$ cat src/rtl/cvxif_offload_pkg.sv
// ---------------------------------------------------------------------------
// cvxif_offload_pkg
// Shared types for the CV-X-IF offload controller.
//   offload_state_t : issue FSM state (IDLE, REQ, COMMIT)
//   sb_entry_t      : one writeback scoreboard entry
//   IdWidthDefault  : default transaction ID width
// ---------------------------------------------------------------------------
package cvxif_offload_pkg;

    localparam int IdWidthDefault = 3;

    typedef enum logic [1:0] {
        IDLE   = 2'd0,
        REQ    = 2'd1,
        COMMIT = 2'd2
    } offload_state_t;

    // An entry only records that a writeback is outstanding for its ID;
    // the destination register arrives with the result itself.
    typedef struct packed {
        logic busy;
    } sb_entry_t;

endpackage

$ cat src/rtl/cvxif_offload_sb.sv
// ---------------------------------------------------------------------------
// cvxif_offload_sb
// Outstanding-writeback scoreboard: one busy bit per transaction ID.
// Ports:
//   clk, rst             : clock, asynchronous active-high reset
//   set_en, set_id       : mark an ID as outstanding
//   clr_en, clr_id       : retire an ID (result received)
//   query_id/query_busy  : busy state of the ID the issue side wants next
//   lookup_id/lookup_busy: busy state of the ID carried by a result
// Lookups see the state before this cycle's set/clear.
// ---------------------------------------------------------------------------
module cvxif_offload_sb
    import cvxif_offload_pkg::*;
#(
    parameter int IdWidth = IdWidthDefault
) (
    input  logic               clk,
    input  logic               rst,
    input  logic               set_en,
    input  logic [IdWidth-1:0] set_id,
    input  logic               clr_en,
    input  logic [IdWidth-1:0] clr_id,
    input  logic [IdWidth-1:0] query_id,
    output logic               query_busy,
    input  logic [IdWidth-1:0] lookup_id,
    output logic               lookup_busy
);

    localparam int Depth = 1 << IdWidth;

    sb_entry_t entry_reg [Depth];

    // Each entry is its own flop so a set of one ID and a clear of another
    // in the same cycle both land. Set and clear of the same ID never
    // coincide because an ID is only issued while it is free.
    genvar gi;
    generate
        for (gi = 0; gi < Depth; gi++) begin : g_entry
            always_ff @(posedge clk or posedge rst) begin
                if (rst) begin
                    entry_reg[gi] <= '0;
                end else if (clr_en && (clr_id == IdWidth'(gi))) begin
                    entry_reg[gi].busy <= 1'b0;
                end else if (set_en && (set_id == IdWidth'(gi))) begin
                    entry_reg[gi].busy <= 1'b1;
                end
            end
        end
    endgenerate

    assign query_busy  = entry_reg[query_id].busy;
    assign lookup_busy = entry_reg[lookup_id].busy;

endmodule

$ cat src/rtl/cvxif_offload_ctrl.sv
// ---------------------------------------------------------------------------
// cvxif_offload_ctrl
// Core-side CV-X-IF initiator. Takes one candidate instruction at a time,
// offers it on the issue channel, emits the commit, tracks outstanding
// writeback IDs and routes results back to the core writeback port.
// Ports:
//   clk_i, rst_i                 : clock, asynchronous active-high reset
//   instr_valid_i/instr_ready_o  : candidate handshake from the issue stage
//   instr_i, rs_i, flush_i       : candidate word, operands, speculation kill
//   x_issue_*                    : issue request/response channel
//   x_commit_*                   : one-cycle commit transaction
//   x_result_*                   : result channel (always ready after reset)
//   wb_*                         : core writeback, one cycle after a result
//   illegal_o                    : pulse when the coprocessor rejects
//   result_err_o                 : pulse when a result ID is not outstanding
// ---------------------------------------------------------------------------
module cvxif_offload_ctrl
    import cvxif_offload_pkg::*;
#(
    parameter int XLEN    = 32,
    parameter int NrRs    = 3,
    parameter int IdWidth = IdWidthDefault
) (
    input  logic                 clk_i,
    input  logic                 rst_i,
    input  logic                 instr_valid_i,
    output logic                 instr_ready_o,
    input  logic [31:0]          instr_i,
    input  logic [NrRs*XLEN-1:0] rs_i,
    input  logic                 flush_i,
    output logic                 x_issue_valid_o,
    input  logic                 x_issue_ready_i,
    output logic [31:0]          x_issue_instr_o,
    output logic [IdWidth-1:0]   x_issue_id_o,
    output logic [NrRs*XLEN-1:0] x_issue_rs_o,
    output logic [NrRs-1:0]      x_issue_rs_valid_o,
    input  logic                 x_issue_accept_i,
    input  logic                 x_issue_writeback_i,
    input  logic [NrRs-1:0]      x_issue_register_read_i,
    output logic                 x_commit_valid_o,
    output logic [IdWidth-1:0]   x_commit_id_o,
    output logic                 x_commit_kill_o,
    input  logic                 x_result_valid_i,
    output logic                 x_result_ready_o,
    input  logic [IdWidth-1:0]   x_result_id_i,
    input  logic [XLEN-1:0]      x_result_data_i,
    input  logic [4:0]           x_result_rd_i,
    input  logic                 x_result_we_i,
    output logic                 wb_valid_o,
    output logic [XLEN-1:0]      wb_data_o,
    output logic [4:0]           wb_rd_o,
    output logic [IdWidth-1:0]   wb_id_o,
    output logic                 illegal_o,
    output logic                 result_err_o
);

    offload_state_t        state_reg;
    logic [IdWidth-1:0]    id_reg;
    logic                  kill_reg;
    logic [31:0]           instr_reg;
    logic [NrRs*XLEN-1:0]  rs_reg;
    logic                  illegal_reg;
    logic [15:0]           reg_read_count_reg;

    // Goes high one cycle after reset release; gates both ready outputs so
    // that everything reads 0 while reset is held.
    logic                  alive_reg;

    logic                  wb_valid_reg;
    logic [XLEN-1:0]       wb_data_reg;
    logic [4:0]            wb_rd_reg;
    logic [IdWidth-1:0]    wb_id_reg;
    logic                  result_err_reg;

    logic issue_hs;
    logic sb_set;
    logic id_busy;
    logic result_busy;
    logic result_fire;
    logic result_hit;

    assign issue_hs    = (state_reg == REQ) && x_issue_ready_i;
    // A flush arriving in the handshake cycle itself also suppresses the
    // scoreboard entry, since the instruction will be committed as killed.
    assign sb_set      = issue_hs && x_issue_accept_i && x_issue_writeback_i
                         && !kill_reg && !flush_i;
    assign result_fire = x_result_valid_i && alive_reg;
    assign result_hit  = result_fire && result_busy;

    cvxif_offload_sb #(
        .IdWidth (IdWidth)
    ) u_sb (
        .clk         (clk_i),
        .rst         (rst_i),
        .set_en      (sb_set),
        .set_id      (id_reg),
        .clr_en      (result_hit),
        .clr_id      (x_result_id_i),
        .query_id    (id_reg),
        .query_busy  (id_busy),
        .lookup_id   (x_result_id_i),
        .lookup_busy (result_busy)
    );

    // ---------------- issue / commit FSM ----------------
    always_ff @(posedge clk_i or posedge rst_i) begin
        if (rst_i) begin
            state_reg          <= IDLE;
            id_reg             <= '0;
            kill_reg           <= 1'b0;
            instr_reg          <= '0;
            rs_reg             <= '0;
            illegal_reg        <= 1'b0;
            reg_read_count_reg <= '0;
        end else begin
            illegal_reg <= 1'b0;
            if (issue_hs) begin
                reg_read_count_reg <= reg_read_count_reg
                                      + 16'($countones(x_issue_register_read_i));
            end
            case (state_reg)
                IDLE: begin
                    if (instr_valid_i && instr_ready_o) begin
                        instr_reg <= instr_i;
                        rs_reg    <= rs_i;
                        kill_reg  <= 1'b0;
                        state_reg <= REQ;
                    end
                end
                REQ: begin
                    // The request stays up even when killed; the kill is
                    // delivered through the commit instead.
                    if (flush_i) begin
                        kill_reg <= 1'b1;
                    end
                    if (x_issue_ready_i) begin
                        if (x_issue_accept_i) begin
                            state_reg <= COMMIT;
                        end else begin
                            // Rejected: ID is not consumed, no commit follows.
                            illegal_reg <= !(kill_reg || flush_i);
                            state_reg   <= IDLE;
                        end
                    end
                end
                COMMIT: begin
                    id_reg    <= id_reg + 1'b1;
                    state_reg <= IDLE;
                end
                default: begin
                    state_reg <= IDLE;
                end
            endcase
        end
    end

    // ---------------- result path ----------------
    always_ff @(posedge clk_i or posedge rst_i) begin
        if (rst_i) begin
            alive_reg      <= 1'b0;
            wb_valid_reg   <= 1'b0;
            wb_data_reg    <= '0;
            wb_rd_reg      <= '0;
            wb_id_reg      <= '0;
            result_err_reg <= 1'b0;
        end else begin
            alive_reg      <= 1'b1;
            wb_valid_reg   <= result_hit && x_result_we_i;
            result_err_reg <= result_fire && !result_busy;
            if (result_hit && x_result_we_i) begin
                wb_data_reg <= x_result_data_i;
                wb_rd_reg   <= x_result_rd_i;
                wb_id_reg   <= x_result_id_i;
            end
        end
    end

    // ---------------- outputs ----------------
    assign instr_ready_o      = alive_reg && (state_reg == IDLE) && !id_busy;
    assign x_issue_valid_o    = (state_reg == REQ);
    assign x_issue_instr_o    = instr_reg;
    assign x_issue_id_o       = id_reg;
    assign x_issue_rs_o       = rs_reg;
    assign x_issue_rs_valid_o = {NrRs{state_reg == REQ}};
    assign x_commit_valid_o   = (state_reg == COMMIT);
    assign x_commit_id_o      = id_reg;
    assign x_commit_kill_o    = (state_reg == COMMIT) && (kill_reg || flush_i);
    assign x_result_ready_o   = alive_reg;
    assign wb_valid_o         = wb_valid_reg;
    assign wb_data_o          = wb_data_reg;
    assign wb_rd_o            = wb_rd_reg;
    assign wb_id_o            = wb_id_reg;
    assign illegal_o          = illegal_reg;
    assign result_err_o       = result_err_reg;

endmodule

$ cat config.mk
export PLATFORM = sky130hd
export DESIGN_NAME = cvxif_offload_ctrl
export DESIGN_NICKNAME = d
export VERILOG_FILES = /design/src/rtl/cvxif_offload_pkg.sv /design/src/rtl/cvxif_offload_sb.sv /design/src/rtl/cvxif_offload_ctrl.sv
export SDC_FILE = /design/constraint.sdc
export NUM_CORES = 1
export LEC_CHECK = 0
export CAP_MARGIN = 20
export CORE_MARGIN = 5
export CORE_UTILIZATION = 37
export DETAILED_ROUTE_END_ITERATION = 8
export GPL_ROUTABILITY_DRIVEN = 0
export GPL_TIMING_DRIVEN = 0
export PLACE_DENSITY_LB_ADDON = 0.15
export SYNTH_ARGS = -nofsm -noshare
export SYNTH_HDL_FRONTEND = slang
export SYNTH_HIERARCHICAL = 1
export SYNTH_SLANG_ARGS = --single-unit
export TNS_END_PERCENT = 20
$ cat constraint.sdc
create_clock -name clk_i -period 6.01 [get_ports clk_i]
set_clock_uncertainty 0.1 [all_clocks]
set_input_delay 1.202 -clock clk_i [delete_from_list [all_inputs] [get_ports clk_i]]
set_output_delay 1.202 -clock clk_i [all_outputs]
set_load 0.02 [all_outputs]
=== Word level (Yosys, flattened, before mapping) ===
Index checks and enable logic that the tools add are counted.

* Flip-flop bits (word level): 186
* Input port bits: 180
* Output and inout port bits: 185

* $add $sub $neg: 1
* Magnitude comparators: 2
* Equality and inequality tests: 19
* Mux-type cells: 32
* Bitwise gates (word level): 2
* Reduce and logical (&&, ||, !) cells: 50

{| class="wikitable"
|+ Operator list
! cell !! count
|-
| $logic_and 1x1->1 || 29
|-
| $mux 1 || 25
|-
| $eq 3x3->1 const B || 8
|-
| $reduce_bool 2->1 || 9
|-
| $eq 3x2->1 const B || 4
|-
| $ge 4x4->1 const B || 2
|-
| $not 3->4 || 2
|-
| $bmux 1 s3 || 2
|-
| $eq 3x1->1 const B || 2
|-
| $logic_not 3->1 || 2
|-
| $mux 2 || 3
|-
| $logic_not 1->1 || 5
|-
| $ne 2x2->1 const B || 2
|-
| $pmux 2 s2 || 1
|-
| $reduce_and 2->1 || 2
|-
| $add 3x1->3 const B || 1
|-
| $reduce_and 3->1 || 1
|-
| $eq 2x1->1 const B || 1
|-
| $eq 2x2->1 const B || 1
|-
| $logic_not 2->1 || 1
|-
| $ne 2x1->1 const B || 1
|-
| $pmux 1 s2 || 1
|-
| $logic_or 1x1->1 || 1
|}

=== Logic depth before layout (Yosys ltp) ===
Gate-level depths: netlist of the first run.

* Word-level depth: 9
* Gate-level depth with buffers: 7

=== Modules after synthesis ===
Netlist of the first run, hierarchy kept.

{| class="wikitable"
|+ By module, submodules not included
! module !! times used !! cells each !! area an instance (µm²) !! seq. area each (µm²)
|-
| cvxif_offload_ctrl || 1 || 395 || 7085.5 || 4454.3
|-
| cvxif_offload_sb || 1 || 36 || 508.0 || 200.2
|}

=== Least setup slack after synthesis of the first run ===
OpenSTA, ideal clock, no wires.

* Kind: reg-to-output
* Start point: register id_reg[0], in the netlist x_commit_id_o[0]
* End point: output instr_ready_o
* Arrival time: 1.862 ns
* Path slack: 2.846 ns
* Cell stages (with the launch flop): 4
* Buffers on the path: 0
* Cells stage by stage: dfrtp_1 -> mux4_1 -> mux2_2 -> nor4b_4

* Cells in the longest elaborated chain, start to end: 6

{| class="wikitable"
|+ Ends and longest elaborated chain
! element !! line !! RTL
|-
| start: declaration || cvxif_offload_ctrl.sv:58 || <nowiki>logic [IdWidth-1:0] id_reg;</nowiki>
|-
| start signal: assignment || cvxif_offload_ctrl.sv:147 || <nowiki>id_reg <= id_reg + 1'b1;</nowiki>
|-
| $not 3->4 (implied by the code) || cvxif_offload_sb.sv:51 || <nowiki>assign query_busy = entry_reg[query_id].busy;</nowiki>
|-
| $bmux 1 s3 || cvxif_offload_sb.sv:51 ||
|-
| $mux 1 (implied by the code) (2 in series) || cvxif_offload_sb.sv:51 ||
|-
| net id_busy || cvxif_offload_ctrl.sv:77 || <nowiki>logic id_busy;</nowiki>
|-
| $logic_not 1->1 || cvxif_offload_ctrl.sv:179 || <nowiki>assign instr_ready_o = alive_reg && (state_reg == IDLE) && !id_busy;</nowiki>
|-
| $logic_and 1x1->1 || cvxif_offload_ctrl.sv:179 ||
|-
| end: declaration || cvxif_offload_ctrl.sv:27 || <nowiki>output logic instr_ready_o,</nowiki>
|}

The timed path passes the listed nets, and every way through them passes these cells. The select of a mux whose other input is x is not followed.

=== Worst setup path in the final report of the first run ===
Same ends and word-level chain as after synthesis.

==> impl_summary.txt, run 1 <==
----------------------------------------------------
[Run status]
  Result of the run ... finished clean

[Logic synthesis]
  Fraction of registers with async set/reset ... 100%
  Post-synthesis cell area ... 0.00759 mm^2
  Simple logic cell fraction of the synthesized area ... 2.32%
  Combinational family with the most area after synthesis ... multiplexers
  Cell variety after synth ... 28
  Portion of netlist area occupied by mux cells ... 31.6%
  Average instance area after synthesis ... 17.6 um^2
  Primary flip-flop cell chosen by synthesis mapping ... dfrtp_1
  Post-synthesis instance total ... 431
  Share of the synthesized area in compound gates (AO/OA/AOI/OAI) ... 1.32%
  Warning count from the yosys run ... 6
  Xor and xnor fraction of the mapped netlist area ... 0.231%
  Number of nets produced by synthesis ... 612
  Number of flops mapped to enable cells by yosys ... 0
  Number of synthesized register bits ... 186
  Adder-cell share of the synthesized area ... 0.165%
  Share of synthesized area occupied by flip-flops and latches ... 61.3%

[Setup path]
  Biggest fanout along the worst timing path ... 14
  Startpoint kind of the worst setup timing path ... register
  Category of the most critical setup path ... register to primary output
  Crit path capture type ... primary output
  WP data arrival ... 2.92 ns
  Required time at the endpoint of the critical path ... 4.71 ns

[Clock network]
  Buffers inserted during post-CTS setup optimization ... 0
  Clock latency at the later pin of the worst-skew pair ... 0.42 ns
  Clock slew at the register clock pins of the worst setup and hold paths ... 0.07 ns
  Total number of H-tree levels ... 4
  Total CTS buffers ... 17
  Resized Gates After CTS ... 0
  CTS tree ... built
  Buffers from clock root to sink, at most ... 2
  Clock sinks ... 186
  Root cell of the clock tree ... clkbuf_16
  # hold bufs at CTS ... 0

[Timing]
  Unrepaired setup endpoints after global routing ... false
  Setup Total Neg Slack ... 0 ns
  Clock period minus worst slack ... 4.23 ns
  Pins Over Slew Limit ... 0
  Number of setup violations in the final report ... 0
  Highest clock frequency the design can meet ... 0.237 GHz
  Number of failing hold endpoints at the final stage ... 0
  Transition time of the tightest slew-check pin ... 0.589 ns
  Worst rel slew slack ... 60.6%
  Final WS setup ... 1.78 ns
  Final Hold Slack ... 0.404 ns
  Crit share post-route ... 70.3%

[Die]
  Chip height ... 153 um
  Top-level port count ... 365
  Die outline area ... 0.0235 mm^2
  Number of core rows ... 52
  Initial Utilization ... 37.5%
  Horizontal die dimension ... 153 um
  Area of the core ... 0.0202 mm^2

[Detailed routing]
  Post-detailed-route via-to-cell ratio ... 4.63
  Final routed DRC violation total ... 0
  First-pass detailed-route iteration total ... 4
  Routed wire per std cell ... 20.2 um
  Total Routed Length ... 22200 um
  Total via count after detailed routing ... 5077
  DRT antenna net count ... 0
  Initial drt markers ... 216

[Hold path]
  Worst hold path class ... register to register

[Place]
  Final HPWL from detailed placement ... 17300 um
  Placement Setup Slack ... 1.91 ns
  I/O Buffers ... 361

[Job]
  MaxCap Viol Count ... 0

[Power]
  Areal power density over the cells ... 513 mW/mm^2
  Worst vdd ir ... 0.278 mV
  Leakage power summed over all cells ... 5.58 nW
  Power consumption ... 6.26 mW

[Finish]
  Area occupied by multi-input gates ... 0.00271 mm^2
  Post-layout net count ... 996
  Area growth from synthesis to final layout ... 60.7%
  Flip-flop count of the largest register after layout ... 96
  Fill count ... 1563
  Share of layout cells above drive strength 1 ... 27.8%
  Ant. Diodes ... 0
  Area taken by flip-flops and latches ... 0.00465 mm^2

[Global routing]
  Antenna violations before repair ... 0
  Gr ovfl total ... 0
  Total routing resource utilization after global routing ... 18.6%
  Wire length of the first global-routing pass ... 34000 um
  Vias in the first global route ... 5785
  Largest net degree at the start of global routing ... 44

----------------------------------------------------
[kinds of logic (layout without fill, tap and decap cells)]
group,Yosys count,after routing
DFF,186,186
AOI/OAI and AO/OA,11,11
and+or+nand+nor,24,24
adders and majority gates,1,1
buffers and inverters,31,427
xor gates and xnor gates,2,2
muxes,175,175
other,1,1
[path summary, 6_finish.rpt]
| kind | cells after the start | from | end | slack, ns |
|---|---|---|---|---|
| hold reg to reg | 1 | x_issue_instr_o[7] | x_issue_instr_o[7] | 0.40 |
| max in group asynchronous | 4 | rst_i | x_issue_rs_o[57] | 3.76 |
| setup reg to reg | 7 | x_commit_id_o[0] | x_issue_rs_o[17] | 3.07 |
| hold / removal | 1 | x_issue_instr_o[7] | x_issue_instr_o[7] | 0.40 |
| min in group asynchronous | 2 | rst_i | u_sb/entry_reg[7] | 1.05 |
| setup / recovery | 4 | x_commit_id_o[0] | instr_ready_o | 1.78 |
[report_power, final]
group	internal, mW	leakage, nW	switching [mW]	total, mW
logic	1.72	3.03	1.30	3.02
clock network	0.617	0.272	0.495	1.11
registers	1.79	2.28	0.339	2.13
total	4.12	5.58	2.14	6.26
[stage by stage]
step	utilization (%)	area, um^2	cells
after CTS	60.3	12200	1097
after global routing	60.3	12200	1097
after detailed placement	57.5	11600	1066
after floorplan	-	7600	431
after global placement	57.1	11500	1062
final	60.3	12200	1097
[cells in the mapped netlist (2+ instances only)]
cell	n	share of area [%]
o32a_1	6	0.79
nor2b_1	3	0.25
dfrtp_1	186	61
and4b_1	4	0.53
buf_4	6	0.59
nand2_1	6	0.30
mux4_1	4	1.4
buf_2	7	0.46
and3_1	3	0.25
nor2_1	2	0.099
mux2_2	73	11
mux2_4	98	19
buf_6	11	1.6
inv_1	6	0.30
nor4bb_1	3	0.40
[cells in the final DEF (no fill, tap or decap), types with 3 or more instances in the layout]
cell type          n
buf_2              7
buf_12             4
nand2_1            6
and4b_1            4
mux2_2            73
clkbuf_16         17
buf_6             11
mux4_1             4
o32a_1             6
inv_6              3
clkbuf_1           3
buf_4              6
and3_1             3
clkinvlp_4         4
mux2_4            98
inv_1              5
nor2b_1            3
dfrtp_1          186
nor4bb_1           3
clkdlybuf4s50_1  361
[critical path: stages (launching register included)]
cell             delay [ns]
dfrtp_1                0.67
mux4_1                 0.61
mux2_2                 0.31
nor4b_4                0.23
clkdlybuf4s50_1        0.68
[cell type report]
cell class                 instances  share of cell area (%)
buffer                            25                    1.70
tap                              270                    2.77
inverter                           6                   0.215
multi-input combinational        214                    22.2
clock buffer                      19                    3.55
sequential                       186                    38.1
clock inverter                    12                    1.14
timing repair buffer             365                    30.3
[metal layers]
| metal | vias up | track usage [%] | wire length, um |
|---|---|---|---|
| met4 | 0 | 6.49 | 508 |
| met5 | - | 0 | 0 |
| met1 | 2525 | 20.4 | 8200 |
| li1 | 2301 | - | - |
| met3 | 39 | 6.05 | 1550 |
| met2 | 212 | 33.8 | 11900 |
Note: power is estimated with default switching activity, not from simulation.
==> run 2, diff against run 1 <==
Clock period 6.01 ns to 3.6 ns, I/O delays scaled along.
==> run 2 against run 1 <==
  * Via count unchanged
  * Sequential share of layout area is essentially flat
  * Setup slack lost 1.5 ns
  * Worst hold slack did not move
  * Sequential power is 67% higher
  * Register-to-register slack worse by 2.3 ns
  * Critical path depth did not move
  * Non-clock buffer count unchanged
  * Cell count is the same
  * Clock power rose by 68%
  * Critical path type unchanged
  * Largest power group unchanged
==> impl_summary.txt, run 2 (synthesis gave the netlist of run 1 again) <==
----------------------------------------------------
[Finish]
  Share of layout cells above drive strength 1 ... 28.1% (+0.24 points)
  Ant. Diodes ... 0 (unchanged)
  Flip-flop count of the largest register after layout ... 96 (unchanged)
  Most frequent standard cell in the layout excluding fill and tap cells ... clkdlybuf4s50_1
  Area occupied by multi-input gates ... 0.00271 mm^2 (unchanged)
  Fill count ... 1566 (+0.19%)
  Area of all placed cells without fillers ... 0.0122 mm^2 (about the same)
  Area taken by flip-flops and latches ... 0.00466 mm^2 (about the same)
  Final design utilization ... 60.3% (about the same)
  Highest-count cells in the layout ignoring fill and taps ... clkdlybuf4s50_1, dfrtp_1, mux2_4
  Post-layout net count ... 996 (unchanged)
  Non-Filler Instances ... 1097 (unchanged)
  Area growth from synthesis to final layout ... 60.7% (about the same)

[Global routing]
  Gr ovfl total ... 0 (unchanged)
  Antenna violations before repair ... 0 (unchanged)
  Largest net degree at the start of global routing ... 44 (unchanged)
  Vias in the first global route ... 5785 (unchanged)
  Total routing resource utilization after global routing ... 18.6% (unchanged)
  Wire length of the first global-routing pass ... 34000 um (unchanged)

[Run status]
  Result of the run ... finished clean

[Setup path]
  Maximum single-stage delay on the critical path ... 0.60 ns (-0.08 ns)
  Worst path slowest cell ... mux4_1
  Category of the most critical setup path ... register to primary output
  Critical path buffer and inverter count ... 1 (unchanged)
  Startpoint kind of the worst setup timing path ... register
  Required time at the endpoint of the critical path ... 2.78 ns (-1.93 ns)
  CP cell instances ... mux4_1 > mux2_2 > nor4b_4 > dlygate4sd2_1
  Crit path capture type ... primary output
  WP data arrival ... 2.49 ns (-0.43 ns)
  Cell type group with the largest total delay on the critical path ... multiplexers
  Biggest fanout along the worst timing path ... 13 (-1)
  Setup slack, reg-to-reg ... 0.82 ns (-2.25 ns)

[Power]
  Register share of total power ... 34.0% (about the same)
  Worst vdd ir ... 0.464 mV (+67%)
  Portion of total power attributed to the clock network ... 17.8% (about the same)
  Internal power consumption ... 6.88 mW (+67%)
  Fraction of power spent switching nets ... 34.1% (about the same)
  Leakage power summed over all cells ... 5.58 nW (about the same)
  Areal power density over the cells ... 856 mW/mm^2 (+67%)
  Power consumption ... 10.4 mW (+67%)
  Psw ... 3.56 mW (+67%)
  Proportion of power drawn by combinational gates ... 48.2% (about the same)

[Clock network]
  Clock latency at the later pin of the worst-skew pair ... 0.42 ns (about the same)
  CTS tree ... built
  Total number of H-tree levels ... 4 (unchanged)
  Total CTS buffers ... 17 (unchanged)
  Buffers from clock root to sink, at most ... 2 (unchanged)
  Clock sinks ... 186 (unchanged)
  Clock slew at the register clock pins of the worst setup and hold paths ... 0.07 ns (about the same)
  # hold bufs at CTS ... 0 (unchanged)
  Root cell of the clock tree ... clkbuf_16

[Timing]
  Crit share post-route ... 91.9%
  Highest clock frequency the design can meet ... 0.302 GHz
  Number of setup violations in the final report ... 0 (unchanged)
  Pins Over Slew Limit ... 0 (unchanged)
  Final Hold Slack ... 0.404 ns (unchanged)
  Clock period minus worst slack ... 3.31 ns
  Final WS setup ... 0.291 ns (-1.49 ns)
  Worst rel slew slack ... 60.6% (about the same)
  Number of failing hold endpoints at the final stage ... 0 (unchanged)
  Transition time of the tightest slew-check pin ... 0.589 ns (+0.000119 ns)
  Unrepaired setup endpoints after global routing ... false
  Setup Total Neg Slack ... 0 ns (unchanged)

[Die]
  Initial Utilization ... 37.5% (unchanged)
  Horizontal die dimension ... 153 um (unchanged)
  Die outline area ... 0.0235 mm^2 (unchanged)
  Number of core rows ... 52 (unchanged)
  Area of the core ... 0.0202 mm^2 (unchanged)
  Chip height ... 153 um (unchanged)
  Top-level port count ... 365 (unchanged)

[Detailed routing]
  Post-detailed-route via-to-cell ratio ... 4.63 (unchanged)
  Routed wire per std cell ... 20.2 um (unchanged)
  DRT antenna net count ... 0 (unchanged)
  Total via count after detailed routing ... 5077 (unchanged)
  Final routed DRC violation total ... 0 (unchanged)
  Initial drt markers ... 216 (unchanged)
  First-pass detailed-route iteration total ... 4 (unchanged)
  Total Routed Length ... 22200 um (unchanged)

[Place]
  I/O Buffers ... 361 (unchanged)
  DP Cell Count ... 1066 (unchanged)
  Final HPWL from detailed placement ... 17300 um (unchanged)
  Cell Area, Placed ... 0.0116 mm^2 (unchanged)
  Placement Setup Slack ... -0.0142 ns (-1.93 ns)

[Hold path]
  Worst hold path class ... register to register

[Job]
  MaxCap Viol Count ... 0 (unchanged)

----------------------------------------------------
-- run 2: timing repair --
action,4_1_cts,5_1_grt
buffers inserted,0,0
endpoints found under the setup margin,1,0
resized for setup,3,0
-- run 2: power groups by stage --
| stage | Sequential [mW] | Combinational (mW) | Clock [mW] |
|---|---|---|---|
| floorplan | 4.59 | 1.57 | 0 |
| global placement | 3.52 | 5.02 | 0 |
| detailed placement | 3.58 | 5.09 | 0 |
| CTS | 3.57 | 5.11 | 1.92 |
| global route | 3.68 | 5.26 | 1.99 |
| finish | 3.56 | 5.03 | 1.86 |
-- run 2: worst paths after layout --
check	start	to	cells past startpoint
hold / removal	x_issue_instr_o[7]	x_issue_instr_o[7]	1
setup / recovery	x_commit_id_o[2]	instr_ready_o	4
setup reg to reg	x_commit_id_o[2]	x_issue_rs_o[17]	7
max in group asynchronous	rst_i	x_issue_rs_o[57]	4
min in group asynchronous	rst_i	u_sb/entry_reg[7]	2
hold reg to reg	x_issue_instr_o[7]	x_issue_instr_o[7]	1
-- run 2: per-layer routing --
| metal | global-route usage [%] | vias up | routed length (um) |
|---|---|---|---|
| li1 | - | 2301 | - |
| met1 | 20.4 | 2525 | 8200 |
| met2 | 33.8 | 212 | 11900 |
| met3 | 6.05 | 39 | 1550 |
| met4 | 6.49 | 0 | 508 |
| met5 | 0 | - | 0 |
-- run 2: area by class of cell --
type	count	area share (%)
clock inverter	12	1.14
tap	270	2.77
buffer	25	1.70
clock buffer	19	3.55
timing repair buffer	365	30.3
sequential	186	38.2
inverter	6	0.215
multi-input combinational	214	22.2
-- run 2: worst reg2reg max path, stage by stage (launching register included) --
cell and delay (ns):
dfrtp_2 0.52, mux4_1 0.60, mux2_2 0.32, nor4b_4 0.23
nand2_1 0.19, buf_6 0.22, buf_6 0.17, mux2_4 0.31
